### src/rtl/scope_trigger_capture.sv
// scope_trigger_capture: re-frames the 20 kHz mic stream into FRAME_LEN-sample
// frames that begin PRETRIG samples before a level/slope trigger, with holdoff
// between frames. Optional macro SCOPE_TRIG_AUTO_EN adds an auto-trigger that
// fires after AUTO_TIMEOUT accepted samples in ARMED without a level trigger.
module scope_trigger_capture #(
   parameter int FRAME_LEN    = 1280,
   parameter int PRETRIG      = 64,
   parameter int HOLDOFF      = 256,
   parameter int HYST         = 8,
   parameter int AUTO_TIMEOUT = 4096
) (
   input  logic        i_clk_sample,
   input  logic        i_rst_n,
   input  logic        i_mic_valid,
   input  logic [11:0] i_mic_in,
   input  logic [9:0]  i_trig_level,
   input  logic        i_trig_slope,
   input  logic        i_hold,
   output logic [9:0]  o_wave_sample,
   output logic        o_wave_valid,
   output logic        o_frame_start,
   output logic        o_frame_done,
   output logic        o_armed,
   output logic        o_trig_auto
);
   localparam int MAXC = (FRAME_LEN > HOLDOFF) ? FRAME_LEN : HOLDOFF;
   localparam int CW   = $clog2(MAXC + 1);
   localparam int PW   = (PRETRIG > 1) ? $clog2(PRETRIG) : 1;

   typedef enum logic [1:0] {S_FILL, S_ARMED, S_CAPTURE, S_HOLDOFF} state_t;

   state_t        r_state, w_state_nxt;
   logic [9:0]    r_dly [PRETRIG];
   logic [PW-1:0] r_wp;
   logic [CW-1:0] r_cnt, w_cnt_nxt;
   logic          r_rearm, w_rearm_nxt;
   logic          r_slope_q;
   logic          w_emit, w_first, w_last, w_lvl, w_auto_hit, w_trig_auto_nxt;
   logic [9:0]    w_s, w_d, w_lo, w_hi;
   logic [10:0]   w_hi_sum;

   assign w_s      = i_mic_in[11:2];
   // Oldest entry at the write pointer is the sample from PRETRIG accepts ago.
   assign w_d      = r_dly[r_wp];
   // Hysteresis thresholds, saturated to the 10-bit sample range.
   assign w_lo     = ({1'b0, i_trig_level} >= 11'(HYST)) ? 10'(i_trig_level - 10'(HYST)) : 10'd0;
   assign w_hi_sum = {1'b0, i_trig_level} + 11'(HYST);
   assign w_hi     = (w_hi_sum > 11'd1023) ? 10'd1023 : w_hi_sum[9:0];
   // Level trigger uses the registered rearm so a same-sample set cannot fire.
   assign w_lvl    = r_rearm && (i_trig_slope ? (w_s <= i_trig_level) : (w_s >= i_trig_level));

`ifdef SCOPE_TRIG_AUTO_EN
   localparam int AW = $clog2(AUTO_TIMEOUT + 1);
   logic [AW-1:0] r_auto_cnt, w_auto_nxt;
   assign w_auto_hit = (int'(r_auto_cnt) + 1 >= AUTO_TIMEOUT);
`else
   assign w_auto_hit = 1'b0;
`endif

   // Delay line: written on every accepted sample regardless of state.
   always_ff @(posedge i_clk_sample) begin
      if (i_mic_valid) r_dly[r_wp] <= w_s;
   end

   // State register.
   always_ff @(posedge i_clk_sample or negedge i_rst_n) begin
      if (!i_rst_n) r_state <= S_FILL;
      else          r_state <= w_state_nxt;
   end

   // Next-state, counter, rearm and output-strobe decode.
   always_comb begin
      w_state_nxt     = r_state;
      w_cnt_nxt       = r_cnt;
      w_rearm_nxt     = r_rearm;
      w_emit          = 1'b0;
      w_first         = 1'b0;
      w_last          = 1'b0;
      w_trig_auto_nxt = o_trig_auto;
`ifdef SCOPE_TRIG_AUTO_EN
      w_auto_nxt      = r_auto_cnt;
`endif
      case (r_state)
         S_FILL: if (i_mic_valid) begin
            if (int'(r_cnt) + 1 >= PRETRIG) begin
               w_state_nxt = S_ARMED;
               w_cnt_nxt   = '0;
               w_rearm_nxt = 1'b0;
`ifdef SCOPE_TRIG_AUTO_EN
               w_auto_nxt  = '0;
`endif
            end else w_cnt_nxt = r_cnt + 1'b1;
         end
         S_ARMED: begin
            // Slope change invalidates whatever rearm history was gathered.
            if (i_trig_slope != r_slope_q) w_rearm_nxt = 1'b0;
            else if (i_mic_valid && (i_trig_slope ? (w_s >= w_hi) : (w_s <= w_lo)))
               w_rearm_nxt = 1'b1;
            if (i_mic_valid) begin
`ifdef SCOPE_TRIG_AUTO_EN
               w_auto_nxt = r_auto_cnt + 1'b1;
`endif
               if (w_lvl || w_auto_hit) begin
                  w_state_nxt     = S_CAPTURE;
                  w_cnt_nxt       = CW'(1);
                  w_emit          = 1'b1;
                  w_first         = 1'b1;
                  w_trig_auto_nxt = !w_lvl;
               end
            end
         end
         S_CAPTURE: if (i_mic_valid) begin
            w_emit = 1'b1;
            if (int'(r_cnt) + 1 >= FRAME_LEN) begin
               w_last      = 1'b1;
               w_state_nxt = S_HOLDOFF;
               w_cnt_nxt   = '0;
            end else w_cnt_nxt = r_cnt + 1'b1;
         end
         S_HOLDOFF: if (i_mic_valid) begin
            if (int'(r_cnt) + 1 >= HOLDOFF) begin
               if (!i_hold) begin
                  w_state_nxt = S_ARMED;
                  w_cnt_nxt   = '0;
                  w_rearm_nxt = 1'b0;
`ifdef SCOPE_TRIG_AUTO_EN
                  w_auto_nxt  = '0;
`endif
               end else w_cnt_nxt = CW'(HOLDOFF);
            end else w_cnt_nxt = r_cnt + 1'b1;
         end
         default: w_state_nxt = S_FILL;
      endcase
   end

   // Datapath registers and registered outputs.
   always_ff @(posedge i_clk_sample or negedge i_rst_n) begin
      if (!i_rst_n) begin
         r_wp          <= '0;
         r_cnt         <= '0;
         r_rearm       <= 1'b0;
         r_slope_q     <= 1'b0;
         o_wave_sample <= '0;
         o_wave_valid  <= 1'b0;
         o_frame_start <= 1'b0;
         o_frame_done  <= 1'b0;
         o_armed       <= 1'b0;
         o_trig_auto   <= 1'b0;
`ifdef SCOPE_TRIG_AUTO_EN
         r_auto_cnt    <= '0;
`endif
      end else begin
         if (i_mic_valid) r_wp <= (int'(r_wp) == PRETRIG - 1) ? '0 : r_wp + 1'b1;
         r_cnt         <= w_cnt_nxt;
         r_rearm       <= w_rearm_nxt;
         r_slope_q     <= i_trig_slope;
         if (w_emit) o_wave_sample <= w_d;
         o_wave_valid  <= w_emit;
         o_frame_start <= w_first;
         o_frame_done  <= w_last;
         o_armed       <= (w_state_nxt == S_ARMED);
         o_trig_auto   <= w_trig_auto_nxt;
`ifdef SCOPE_TRIG_AUTO_EN
         r_auto_cnt    <= w_auto_nxt;
`endif
      end
   end
endmodule
### config.mk
export PLATFORM = sky130hd
export DESIGN_NAME = scope_trigger_capture
export DESIGN_NICKNAME = d
export VERILOG_FILES = /design/src/rtl/scope_trigger_capture.sv
export SDC_FILE = /design/constraint.sdc
export NUM_CORES = 1
export LEC_CHECK = 0
export CAP_MARGIN = 20
export CORE_UTILIZATION = 38
export CTS_BUF_LIST = sky130_fd_sc_hd__clkbuf_4 sky130_fd_sc_hd__clkbuf_8
export DETAILED_ROUTE_END_ITERATION = 7
export PLACE_DENSITY_LB_ADDON = 0.05
export SKIP_CTS_REPAIR_TIMING = 1
export SYNTH_ARGS = -nofsm -noshare
export SYNTH_HDL_FRONTEND = slang
export SYNTH_SLANG_ARGS = --single-unit
### constraint.sdc
create_clock -name i_clk_sample -period 6.9 [get_ports i_clk_sample]
set_input_delay 1.035 -clock i_clk_sample [delete_from_list [all_inputs] [get_ports i_clk_sample]]
set_output_delay 1.035 -clock i_clk_sample [all_outputs]
set_load 0.01 [all_outputs]
[After elaboration in Yosys (flattened, before gate mapping)]
Memories as Yosys holds them, arrays and structs flattened. A register that Yosys moved wholly into a read port is not among the register bits.
Index checks and enable logic that the tools add are counted.
Storage, ports and cells
  flip-flop bits (word level): 26
  RAM bits: 640
  bits of input ports: 27
  output and inout port bits: 15
  logic and storage cells: 91
  memories: 1
Memory list
  r_dly: words 64, width 10, rd ports 1, clocked after memory_dff 1, write ports 1, line 33  | logic [9:0] r_dly [PRETRIG];
Cells by class
  add/sub/neg operators: 5
  order comparisons: 9
  equal/unequal tests: 15
  mux-type cells: 42
  reductions and logical operators: 9
Operator list (count)
  two-way mux 11 bit: 8
  case mux 11 bit (4 select lines): 1
  greater-or-equal comparator 32 x 12 -> 1 bit, second input constant: 1
  greater-or-equal comparator 32 x 8 -> 1 bit, second input constant: 1
  greater-or-equal comparator 10 bit: 2
  less-or-equal comparator 10 bit: 2
  two-way mux 10 bit: 2
  two-way mux 2 bit: 9
  two-way mux 1 bit: 17
  != test 2 bit, second input constant: 8
  adder 11 x 1 -> 12 bit, second input constant: 1
  greater-or-equal comparator 12 x 9 -> 1 bit, second input constant: 1
  adder 10 x 4 -> 11 bit, second input constant: 1
  adder 11 x 1 -> 11 bit, second input constant: 1
  greater-than comparator 11 x 10 -> 1 bit, second input constant: 1
  greater-or-equal comparator 10 x 4 -> 1 bit, second input constant: 1
  subtractor 10 x 4 -> 10 bit, second input constant: 1
  two-way mux 9 bit: 1
  case mux 2 bit (4 select lines): 1
  AND reduction 7 bit: 1
  adder 6 x 1 -> 6 bit, second input constant: 1
  == test 6 x 1 -> 1 bit, second input constant: 1
  two-way mux 6 bit: 1
  AND reduction 5 bit: 1
  other kinds (11): 15

[Logic depth before layout (Yosys ltp)]
Gate-level depths: netlist of run 1.
  word-level depth: 9
  gate-level depth with buffers: 16

[Least setup slack after synthesis of run 1]
OpenSTA, ideal clock, no wires.
  path kind: in2reg
  from: input port i_trig_level[3]
  to: register r_rearm
  setup time: 0.122 ns
  arrival time: 3.522 ns
  required time: 6.778 ns
  path slack: 3.256 ns
  cell stages on the path: 16
  buffers on the path: 0
  cell sequence: ha_1 > nor2b_1 > a21oi_1 > nand2b_1 > a211oi_1 > a32oi_1 > a31oi_1 > or2_2 > ha_1 > nand2b_1 > a21o_1 > a21oi_1 > o21ai_0 > nand3_1 > a21oi_1 > a32o_1
On the way
  cells in the longest elaborated chain, start to end: 8
  elaborated cells between the ends (all ways): 12
Ends and longest elaborated chain
  from (decl): line 16  | input logic [9:0] i_trig_level,
  adder 10 x 4 -> 11 bit: line 47  | assign w_hi_sum = {1'b0, i_trig_level} + 11'(HYST);
  greater-than comparator 11 x 10 -> 1 bit: line 48  | assign w_hi = (w_hi_sum > 11'd1023) ? 10'd1023 : w_hi_sum[9:0];
  two-way mux 10 bit: line 48
  greater-or-equal comparator 10 bit: line 97  | else if (i_mic_valid && (i_trig_slope ? (w_s >= w_hi) : (w_s <= w_lo)))
  two-way mux 1 bit (*): line 97
  logical AND 1 bit (*): line 97
  != test 3 bit (no source line) (*)
  AND reduction 7 bit (no source line) (*)
  to (signal assigned): line 155  | r_rearm <= w_rearm_nxt;
  to (decl): line 36  | logic r_rearm, w_rearm_nxt;
Mark *: on every way between the ends. The rest lies on a longest branch, timed or not.
A chain may end at the register's enable or synchronous reset.

==> impl_metrics.env, run 1 <==
export IMPL_start_util_pct=38.7
export IMPL_outcome="finished clean"
export IMPL_root_buffer="clkbuf_8"
export IMPL_hold_violations=0
export IMPL_setup_tns_ns=0
export IMPL_setup_violations_final=0
export IMPL_grt_pass1_vias=16400
export IMPL_path_clk_slew_ns=0.06
export IMPL_slowest_stage="a211oi_1"
export IMPL_cts_buffers=114
export IMPL_slowest_delay_ns=0.88
export IMPL_post_route_min_period_ns=4.03
export IMPL_antenna_left=0
export IMPL_final_cell_mix="640 x edfxtp_1, 138 x nor2_1, 118 x clkbuf_8"
export IMPL_io_pins=42
export IMPL_slew_viol_final=0
export IMPL_multi_input_area_um2=7600
export IMPL_clk_latency_ns=0.71
export IMPL_first_iter_violations=1388
export IMPL_finalCritPeriodShare_pct=58.4
export IMPL_layout_nets=1984
export IMPL_rows=99
export IMPL_die_w_um=276
export IMPL_detail_route_vias_per_cell=5.59
export IMPL_skew_ns=0.0254
export IMPL_hold_class="input port to async pin"
export IMPL_cp_start_kind="flop"
export IMPL_drc=0
export IMPL_ys_seq_area_share_pct=70.7
export IMPL_slew_headroom_pct=25.7
export IMPL_cts_max_level=3
export IMPL_vias=16600
export IMPL_synth_area_um2=28400
export IMPL_critPathRequiredTime_ns=7.49
export IMPL_syn_avg_cell_area_um2=15.8
export IMPL_clock_sinks=676
export IMPL_synth_seq_cells=676
export IMPL_ys_flop_type="edfxtp_1"
export IMPL_crit_buf_inv=1
export IMPL_fp_dieH_um=276
export IMPL_grt_max_degree=99
export IMPL_synthCells=1795
export IMPL_final_common_cell="edfxtp_1"
export IMPL_cp_cell_sequence="buf_4 -> mux4_2 -> and2_1 -> a211oi_1 -> a31oi_1 -> a22o_1 -> o41a_1"
export IMPL_drive_gt1_share_pct=19.1
export IMPL_synth_async_reset_ratio_pct=5.33
export IMPL_io_buffers=39
export IMPL_routed_wl_mm=83.3
export IMPL_clock_fmax_mhz=248
export IMPL_regArea_um2=20100
export IMPL_grt_overflow_total=0
export IMPL_max_cap_violations=0
export IMPL_worst_slew_pin_slew_ns=1.11
export IMPL_rsz0062_at_grt="no"
export IMPL_clockBufferDepth=3
export IMPL_path_max_fanout=54
export IMPL_core_um2=73500
export IMPL_antenna_found_initial=4
export IMPL_critPathCaptureType="flop"
export IMPL_ir_worst_vdd_mv=0.220
export IMPL_path_class="flop to flop"
export IMPL_first_pass_iters=5
export IMPL_syn_nets=1863
export IMPL_ys_types=77
export IMPL_p_per_area_nw_per_um2=361
export IMPL_fillers=6648
export IMPL_die_area_um2=75900
export IMPL_power_leakage_uw=0.0107
export IMPL_synth_edf_count=640
export IMPL_cp_arrival_ns=4.62
export IMPL_critPathTopFamily="compound AO/OA/AOI/OAI gates"
export IMPL_dp_hpwl_mm=49.3
export IMPL_yosysWarnings=0
export IMPL_synthToLayoutAreaGrowth_pct=13.1
export IMPL_wire_per_inst_um=28.0
export IMPL_final_util_pct=43.8
export IMPL_grtUsageTotal_pct=22.2
export IMPL_finalWeightedCongestion=0.817
export IMPL_cts_tree="yes"
export IMPL_grt_pass1_wl_mm=120
layer usage:
layer	GRT usage (%)	up-vias	part of all wire (%)
met5	0	-	0
met4	4.68	0	1.5
met3	3.41	96	4.9
met2	35.9	469	48
met1	31.6	8585	46
li1	-	7441	-
worst paths after layout:
kind | start | slack, ns | endpoint | depth (start not counted)
max in group asynchronous | i_rst_n | 5.67 | r_wp[2]$_DFFE_PN0P_ | 1
hold reg to reg | o_trig_auto$_DFFE_PN0P_ | 0.49 | o_trig_auto$_DFFE_PN0P_ | 1
setup reg to reg | r_wp[1]$_DFFE_PN0P_ | 2.87 | o_wave_sample[9]$_DFFE_PN0P_ | 7
hold / removal | i_rst_n | 0.48 | r_cnt[2]$_DFFE_PN0P_ | 1
setup / recovery | r_wp[1]$_DFFE_PN0P_ | 2.87 | o_wave_sample[9]$_DFFE_PN0P_ | 7
min in group i_clk_sample | o_trig_auto$_DFFE_PN0P_ | 0.49 | o_trig_auto$_DFFE_PN0P_ | 1
power breakdown:
part | leakage (uW) | internal, uW | switching (uW)
logic | 0.00330 | 1110 | 2140
registers | 0.00621 | 4680 | 236
clock network | 0.00115 | 1820 | 1620
cells by family (layout without fill, tap and decap cells):
kind of cell | after synthesis | after routing | synth area share, %
compound gates | 365 | 365 | 9.03
flops | 676 | 676 | 70.7
simple gates | 366 | 366 | 6.05
xor+xnor | 8 | 8 | 0.246
mux | 204 | 204 | 9.52
fa+ha+maj | 41 | 41 | 1.80
buf+inv | 135 | 349 | 2.60
other cells | 0 | 2 | 0
cells in the mapped netlist, types with 8 or more instances:
cell       number  area share (%)
mux2_2         51             2.0
a2bb2oi_1       9            0.28
o31ai_1         9            0.24
a21oi_1        81             1.4
nor3_1         17            0.30
clkbuf_1       45            0.59
a22o_1          8            0.25
buf_6          14            0.55
mux4_2         48             3.8
o211ai_1       20            0.53
inv_1          22            0.29
dfrtp_1        36             3.2
ha_1           41             1.8
and2_1          8            0.18
nor4_1         15            0.33
nand3_1        27            0.48
nand2_1        83             1.1
a221oi_1       40             1.2
mux2i_1       103             3.6
o22ai_1        23            0.51
nor2_1        139             1.8
a31oi_1        11            0.24
a221o_1        13            0.46
a211oi_1       26            0.69
nand2b_1       16            0.35
a22oi_1        28            0.74
edfxtp_1      640              68
o21ai_0        48            0.84
nor2b_1        15            0.33
buf_4          22            0.58
buf_2          24            0.42
nand4_1        13            0.29
sequential cells by signal, indices dropped and copies added (netlist names):
| register | cells |
|---|---|
| o_trig_auto | 1 |
| r_wp | 6 |
| o_wave_valid | 1 |
| r_slope_q | 1 |
| r_rearm | 1 |
| o_armed | 1 |
| r_state | 2 |
| r_cnt | 11 |
| o_wave_sample | 10 |
| o_frame_done | 1 |
| o_frame_start | 1 |
| r_dly | 640 |
final cells by class:
class	instances	share of cell area, %
flip-flops and latches	676	62.6
multi-input cells	984	23.6
clock buffers	155	5.91
well taps	959	3.73
repair buffers	117	3.04
clock inverters	54	0.840
inverters	23	0.268
diodes	2	0.0156
stage by stage:
stage / instances / total power [uW] / setup WS, ns / hold WS (ns) / instance area, um^2
floorplan: 1795 / 6950 / 3.26 / 0.480 / 28400
global placement: 2740 / 8250 / 2.17 / 0.471 / 29800
detailed placement: 2748 / 8270 / 2.20 / 0.473 / 29900
CTS: 2957 / 11700 / 2.79 / 0.466 / 32100
global route: 2970 / 12100 / 2.56 / 0.501 / 32200
finish: 2970 / 11600 / 2.87 / 0.483 / 32200
Note: power is estimated with default switching activity, not from simulation.
==> inputs of run 2 (changes only) <==
==> constraint.sdc (replaced) <==
create_clock -name i_clk_sample -period 3.95 [get_ports i_clk_sample]
set_input_delay 0.5925 -clock i_clk_sample [delete_from_list [all_inputs] [get_ports i_clk_sample]]
set_output_delay 0.5925 -clock i_clk_sample [all_outputs]
set_load 0.01 [all_outputs]
==> run 2 against run 1 <==
  * Routed wire length up 2.3%
  * Cell count up 3.0%
  * Setup slack got worse by 2.3 ns
  * Register-to-register slack got worse by 2.3 ns
  * Clock power increased by 81%
  * Final area up 2.5%
  * Sequential share of layout area shrank 1.5 points
  * Via count up 3.1%
  * Clock skew is 0.0068 ns higher
  * Die area did not move
  * Critical endpoint is now o_wave_sample[2]$_DFFE_PN0P_
  * Highest routed layer unchanged
==> impl_metrics.env, run 2 (synthesis results as in run 1) <==
export IMPL_outcome="finished clean"
export IMPL_final_util_pct=44.9
export IMPL_critPathCaptureType="flop"
export IMPL_post_route_min_period_ns=3.38
export IMPL_die_w_um=276
export IMPL_p_int_uw=13800
export IMPL_max_cap_violations=0
export IMPL_critPathRequiredTime_ns=4.54
export IMPL_rsz0062_at_grt="no"
export IMPL_regArea_um2=20100
export IMPL_setup_ws_ns=0.572
export IMPL_grt_pass1_vias=17100
export IMPL_p_per_area_nw_per_um2=634
export IMPL_slew_headroom_pct=30.7
export IMPL_clk_latency_ns=0.71
export IMPL_grt_max_degree=67
export IMPL_cp_arrival_ns=3.97
export IMPL_vias=17100
export IMPL_placed_cells_incl_taps=2838
export IMPL_finalCritPeriodShare_pct=85.5
export IMPL_die_area_um2=75900
export IMPL_p_sw_share_pct=33.8
export IMPL_routed_wl_mm=85.2
export IMPL_placed_area_um2=30700
export IMPL_grt_overflow_total=0
export IMPL_first_pass_iters=5
export IMPL_antenna_found_initial=2
export IMPL_antenna_left=0
export IMPL_dp_slack_ns=0.162
export IMPL_detail_route_vias_per_cell=5.59
export IMPL_io_buffers=39
export IMPL_rows=99
export IMPL_synthToLayoutAreaGrowth_pct=16.0
export IMPL_final_cell_mix="640 x edfxtp_1, 147 x buf_4, 138 x nor2_1"
export IMPL_p_seq_share_pct=41.5
export IMPL_clock_fmax_mhz=296
export IMPL_clock_sinks=676
export IMPL_largest_reg_flops=640
export IMPL_start_util_pct=38.7
export IMPL_drc=0
export IMPL_setup_tns_ns=0
export IMPL_largest_register="r_dly"
export IMPL_grt_pass1_wl_mm=122
export IMPL_reg_top3="r_dly: 640 flops, r_cnt: 11 flops, o_wave_sample: 10 flops"
export IMPL_ir_worst_vdd_mv=0.254
export IMPL_final_common_cell="edfxtp_1"
export IMPL_path_max_fanout=53
export IMPL_hold_class="input port to flop"
export IMPL_p_switching_uw=7060
export IMPL_cts_tree="yes"
export IMPL_setup_violations_final=0
export IMPL_path_clk_slew_ns=0.06
export IMPL_drive_gt1_share_pct=22.9
export IMPL_fin_cells=3058
export IMPL_cts_max_level=3
export IMPL_fillers=6537
export IMPL_clkPwrFrac_pct=29.7
export IMPL_worst_slew_pin_slew_ns=1.04
export IMPL_grtUsageTotal_pct=22.6
export IMPL_final_area_um2=33000
export IMPL_power_leakage_uw=0.0112
export IMPL_first_iter_violations=1308
export IMPL_multi_input_area_um2=7590
export IMPL_cp_start_kind="flop"
export IMPL_root_buffer="clkbuf_8"
export IMPL_clockBufferDepth=3
export IMPL_combPwrFrac_pct=28.8
export IMPL_fp_dieH_um=276
export IMPL_core_um2=73500
export IMPL_path_class="flop to flop"
export IMPL_dp_hpwl_mm=52.7
export IMPL_hold_violations=0
export IMPL_io_pins=42
export IMPL_slew_viol_final=0
export IMPL_skew_ns=0.0322
export IMPL_cts_buffers=116
export IMPL_wire_per_inst_um=27.8
export IMPL_layout_nets=2070
export IMPL_finalWeightedCongestion=0.866
## run 2: path summary, 6_finish.rpt
kind | start | endpoint | slack, ns | cells past startpoint
worst min register to register | o_trig_auto$_DFFE_PN0P_ | o_trig_auto$_DFFE_PN0P_ | 0.49 | 1
max in group asynchronous | i_rst_n | r_wp[0]$_DFFE_PN0P_ | 2.97 | 3
worst max register to register | r_wp[2]$_DFFE_PN0P_ | o_wave_sample[2]$_DFFE_PN0P_ | 0.57 | 6
worst max-delay path | r_wp[2]$_DFFE_PN0P_ | o_wave_sample[2]$_DFFE_PN0P_ | 0.57 | 6
min in group asynchronous | i_rst_n | r_cnt[3]$_DFFE_PN0P_ | 0.49 | 3
worst min-delay path | i_mic_in[2] | r_dly[18][0]$_DFFE_PP_ | 0.29 | 1
## run 2: metrics by stage
step | hold slack, ns | total power [uW]
2_1_floorplan | 0.297 | 12100
3_3_place_gp | 0.471 | 14800
3_5_place_dp | 0.470 | 14900
4_1_cts | -0.0756 | 21100
5_1_grt | 0.232 | 21800
6_report | 0.288 | 20900
## run 2: per-layer routing
| layer | up-vias | routed length (um) | GRT usage (%) |
|---|---|---|---|
| met3 | 114 | 3720 | 3.31 |
| met4 | 0 | 1830 | 5.58 |
| li1 | 7603 | - | - |
| met2 | 466 | 40000 | 36.1 |
| met1 | 8915 | 39600 | 32.4 |
| met5 | - | 0 | 0 |
## run 2: cell type report
class / count / share of cell area (%)
repair buffers: 201 / 5.14
flip-flops and latches: 676 / 61.0
clock buffers: 172 / 6.21
well taps: 959 / 3.64
multi-input cells: 984 / 23.0
diodes: 4 / 0.0303
inverters: 23 / 0.262
clock inverters: 39 / 0.683
## run 2: power groups by stage
stage / clock network, uW / registers (uW) / logic (uW)
global route: 6650 / 8690 / 6410
floorplan: 0 / 8440 / 3690
detailed placement: 0 / 8810 / 6050
global placement: 0 / 8790 / 6020
CTS: 6350 / 8660 / 6070
finish: 6210 / 8660 / 6030
## run 2: critical path, cell delays in order (launching register included)
cell and delay (ns):
dfrtp_4 0.80, nor2b_1 0.89, a221oi_1 0.25, a211oi_1 0.34, a311oi_1 0.17, or3_1 0.42, o41a_1 0.40
==> inputs of run 3 (changes only) <==
--- a/config.mk
+++ b/config.mk
@@ -7,7 +7,7 @@
 export LEC_CHECK = 0
 export CAP_MARGIN = 20
 export CORE_UTILIZATION = 38
-export CTS_BUF_LIST = sky130_fd_sc_hd__clkbuf_4 sky130_fd_sc_hd__clkbuf_8
+export CTS_BUF_LIST = sky130_fd_sc_hd__clkbuf_16
 export DETAILED_ROUTE_END_ITERATION = 7
 export PLACE_DENSITY_LB_ADDON = 0.05
 export SKIP_CTS_REPAIR_TIMING = 1
==> run 3 against run 2 <==
  * Critical path depth unchanged
  * Non-clock buffer count is 1 lower
  * Routed wire length shrank 0.65%
  * Clock power grew 3.4%
  * Fmax is 1.9% lower
  * Sequential share of layout area increased by 0.10 points
  * Register-to-register slack worse by 0.07 ns
  * Die area unchanged
  * Sequential cell count unchanged
  * Final area down 0.17%
  * Power rose by 0.96%
==> impl_metrics.env, run 3 (synthesis results as in run 1) <==
export IMPL_synthToLayoutAreaGrowth_pct=15.8
export IMPL_holdWs_ns=0.0372
export IMPL_drive_gt1_share_pct=19.2
export IMPL_grt_max_degree=67
export IMPL_cp_arrival_ns=3.94
export IMPL_setup_ws_ns=0.506
export IMPL_largest_reg_flops=640
export IMPL_path_max_fanout=53
export IMPL_io_pins=42
export IMPL_hold_violations=0
export IMPL_cp_start_kind="flop"
export IMPL_setup_tns_ns=0
export IMPL_die_w_um=276
export IMPL_hold_class="input port to async pin"
export IMPL_worst_slew_pin_slew_ns=1.06
export IMPL_clock_fmax_mhz=290
export IMPL_final_cell_mix="640 x edfxtp_1, 147 x buf_4, 138 x nor2_1"
export IMPL_cts_max_level=3
export IMPL_dp_slack_ns=0.162
export IMPL_rr_worst_depth=6
export IMPL_grt_overflow_total=0
export IMPL_ir_worst_vdd_mv=0.345
export IMPL_die_area_um2=75900
export IMPL_first_pass_iters=5
export IMPL_clock_sinks=676
export IMPL_fp_dieH_um=276
export IMPL_reg2reg_to="o_wave_sample[2]$_DFFE_PN0P_"
export IMPL_p_per_area_nw_per_um2=641
export IMPL_regToRegSetupSlack_ns=0.51
export IMPL_detail_route_vias_per_cell=5.70
export IMPL_cts_tree="yes"
export IMPL_critPathCaptureType="flop"
export IMPL_finalWeightedCongestion=0.866
export IMPL_path_clk_slew_ns=0.06
export IMPL_reg_top3="r_dly: 640 flops, r_cnt: 11 flops, o_wave_sample: 10 flops"
export IMPL_skew_ns=0.0246
export IMPL_finalCritPeriodShare_pct=87.2
export IMPL_routed_wl_mm=84.6
export IMPL_p_total_uw=21100
export IMPL_r2r_start="r_wp[2]$_DFFE_PN0P_"
export IMPL_critPathRequiredTime_ns=4.45
export IMPL_first_iter_violations=1484
export IMPL_max_cap_violations=0
export IMPL_crit_path_start="r_wp[2]$_DFFE_PN0P_"
export IMPL_drc=0
export IMPL_post_route_min_period_ns=3.44
export IMPL_clk_latency_ns=0.62
export IMPL_path_class="flop to flop"
export IMPL_cts_buffers=75
export IMPL_antenna_found_initial=1
export IMPL_grtUsageTotal_pct=22.4
export IMPL_dp_hpwl_mm=52.7
export IMPL_final_util_pct=44.8
export IMPL_slew_headroom_pct=28.7
export IMPL_clockBufferDepth=3
export IMPL_start_util_pct=38.7
export IMPL_wire_per_inst_um=28.4
export IMPL_antenna_left=0
export IMPL_power_leakage_uw=0.0111
export IMPL_final_common_cell="edfxtp_1"
export IMPL_root_buffer="clkbuf_16"
export IMPL_grt_pass1_vias=16700
export IMPL_core_um2=73500
export IMPL_rows=99
export IMPL_grt_pass1_wl_mm=121
export IMPL_layout_nets=2028
export IMPL_vias=17000
export IMPL_slew_viol_final=0
export IMPL_largest_register="r_dly"
export IMPL_rsz0062_at_grt="no"
export IMPL_outcome="finished clean"
export IMPL_setup_violations_final=0
export IMPL_io_buffers=39
==> run 3: changes by cell type in the layout (fill, tap and decap cells not counted), moves of 3 or more <==
cell       previous run  this run
diode_2               4         1
inv_1                22        45
clkbuf_16             0        76
clkbuf_4             51         0
clkinv_1             22        14
clkbuf_8            121         0
clkinv_8              0         3
==> run 3: worst max path at each step <==
stage	to	slack, ns	cells after the start
finish	o_wave_sample[2]$_DFFE_PN0P_	0.51	6
floorplan	r_rearm$_DFFE_PN0P_	0.75	16
global placement	r_rearm$_DFFE_PN0P_	0.13	16
CTS	o_wave_sample[2]$_DFFE_PN0P_	0.57	6
global route	o_wave_sample[2]$_DFFE_PN0P_	0.52	6
detailed placement	r_rearm$_DFFE_PN0P_	0.16	16
==> run 3: area by class of cell <==
| type | count | area, um^2 |
|---|---|---|
| Antenna cell | 1 | 2.50 |
| Sequential cell | 676 | 20100 |
| Timing Repair Buffer | 200 | 1680 |
| Inverter | 23 | 86.3 |
| Multi-Input combinational cell | 984 | 7590 |
| Clock inverter | 57 | 333 |
| Tap cell | 959 | 1200 |
| Fill cell | 6502 | 40500 |
| Clock buffer | 76 | 1900 |
==> run 3: metal layers <==
| metal | track usage, % | share of wire, % |
|---|---|---|
| met1 | 32.4 | 46 |
| met2 | 36.2 | 48 |
| met3 | 2.79 | 4.5 |
| met4 | 5.15 | 2.1 |
| met5 | 0 | 0 |
==> run 3: stage by stage <==
| step | cell area [um^2] | cells |
|---|---|---|
| 5_1_grt | 32900 | 2975 |
| 2_1_floorplan | 28400 | 1795 |
| 6_report | 32900 | 2976 |
| 3_3_place_gp | 30600 | 2836 |
| 4_1_cts | 32900 | 2971 |
| 3_5_place_dp | 30700 | 2838 |
==> run 3: power by group <==
group          switching, uW  internal [uW]  leakage (uW)
combinational           3770           2240       0.00374
sequential               494           8180       0.00621
clock                   2800           3620       0.00119
==> run 3: worst max-delay path, cell delays in order, from the launching register on <==
cell and delay [ns]:
dfrtp_4 0.80, nor2b_1 0.90, a221oi_1 0.28, a211oi_1 0.34
a311oi_1 0.18, or3_1 0.42, o41a_1 0.40
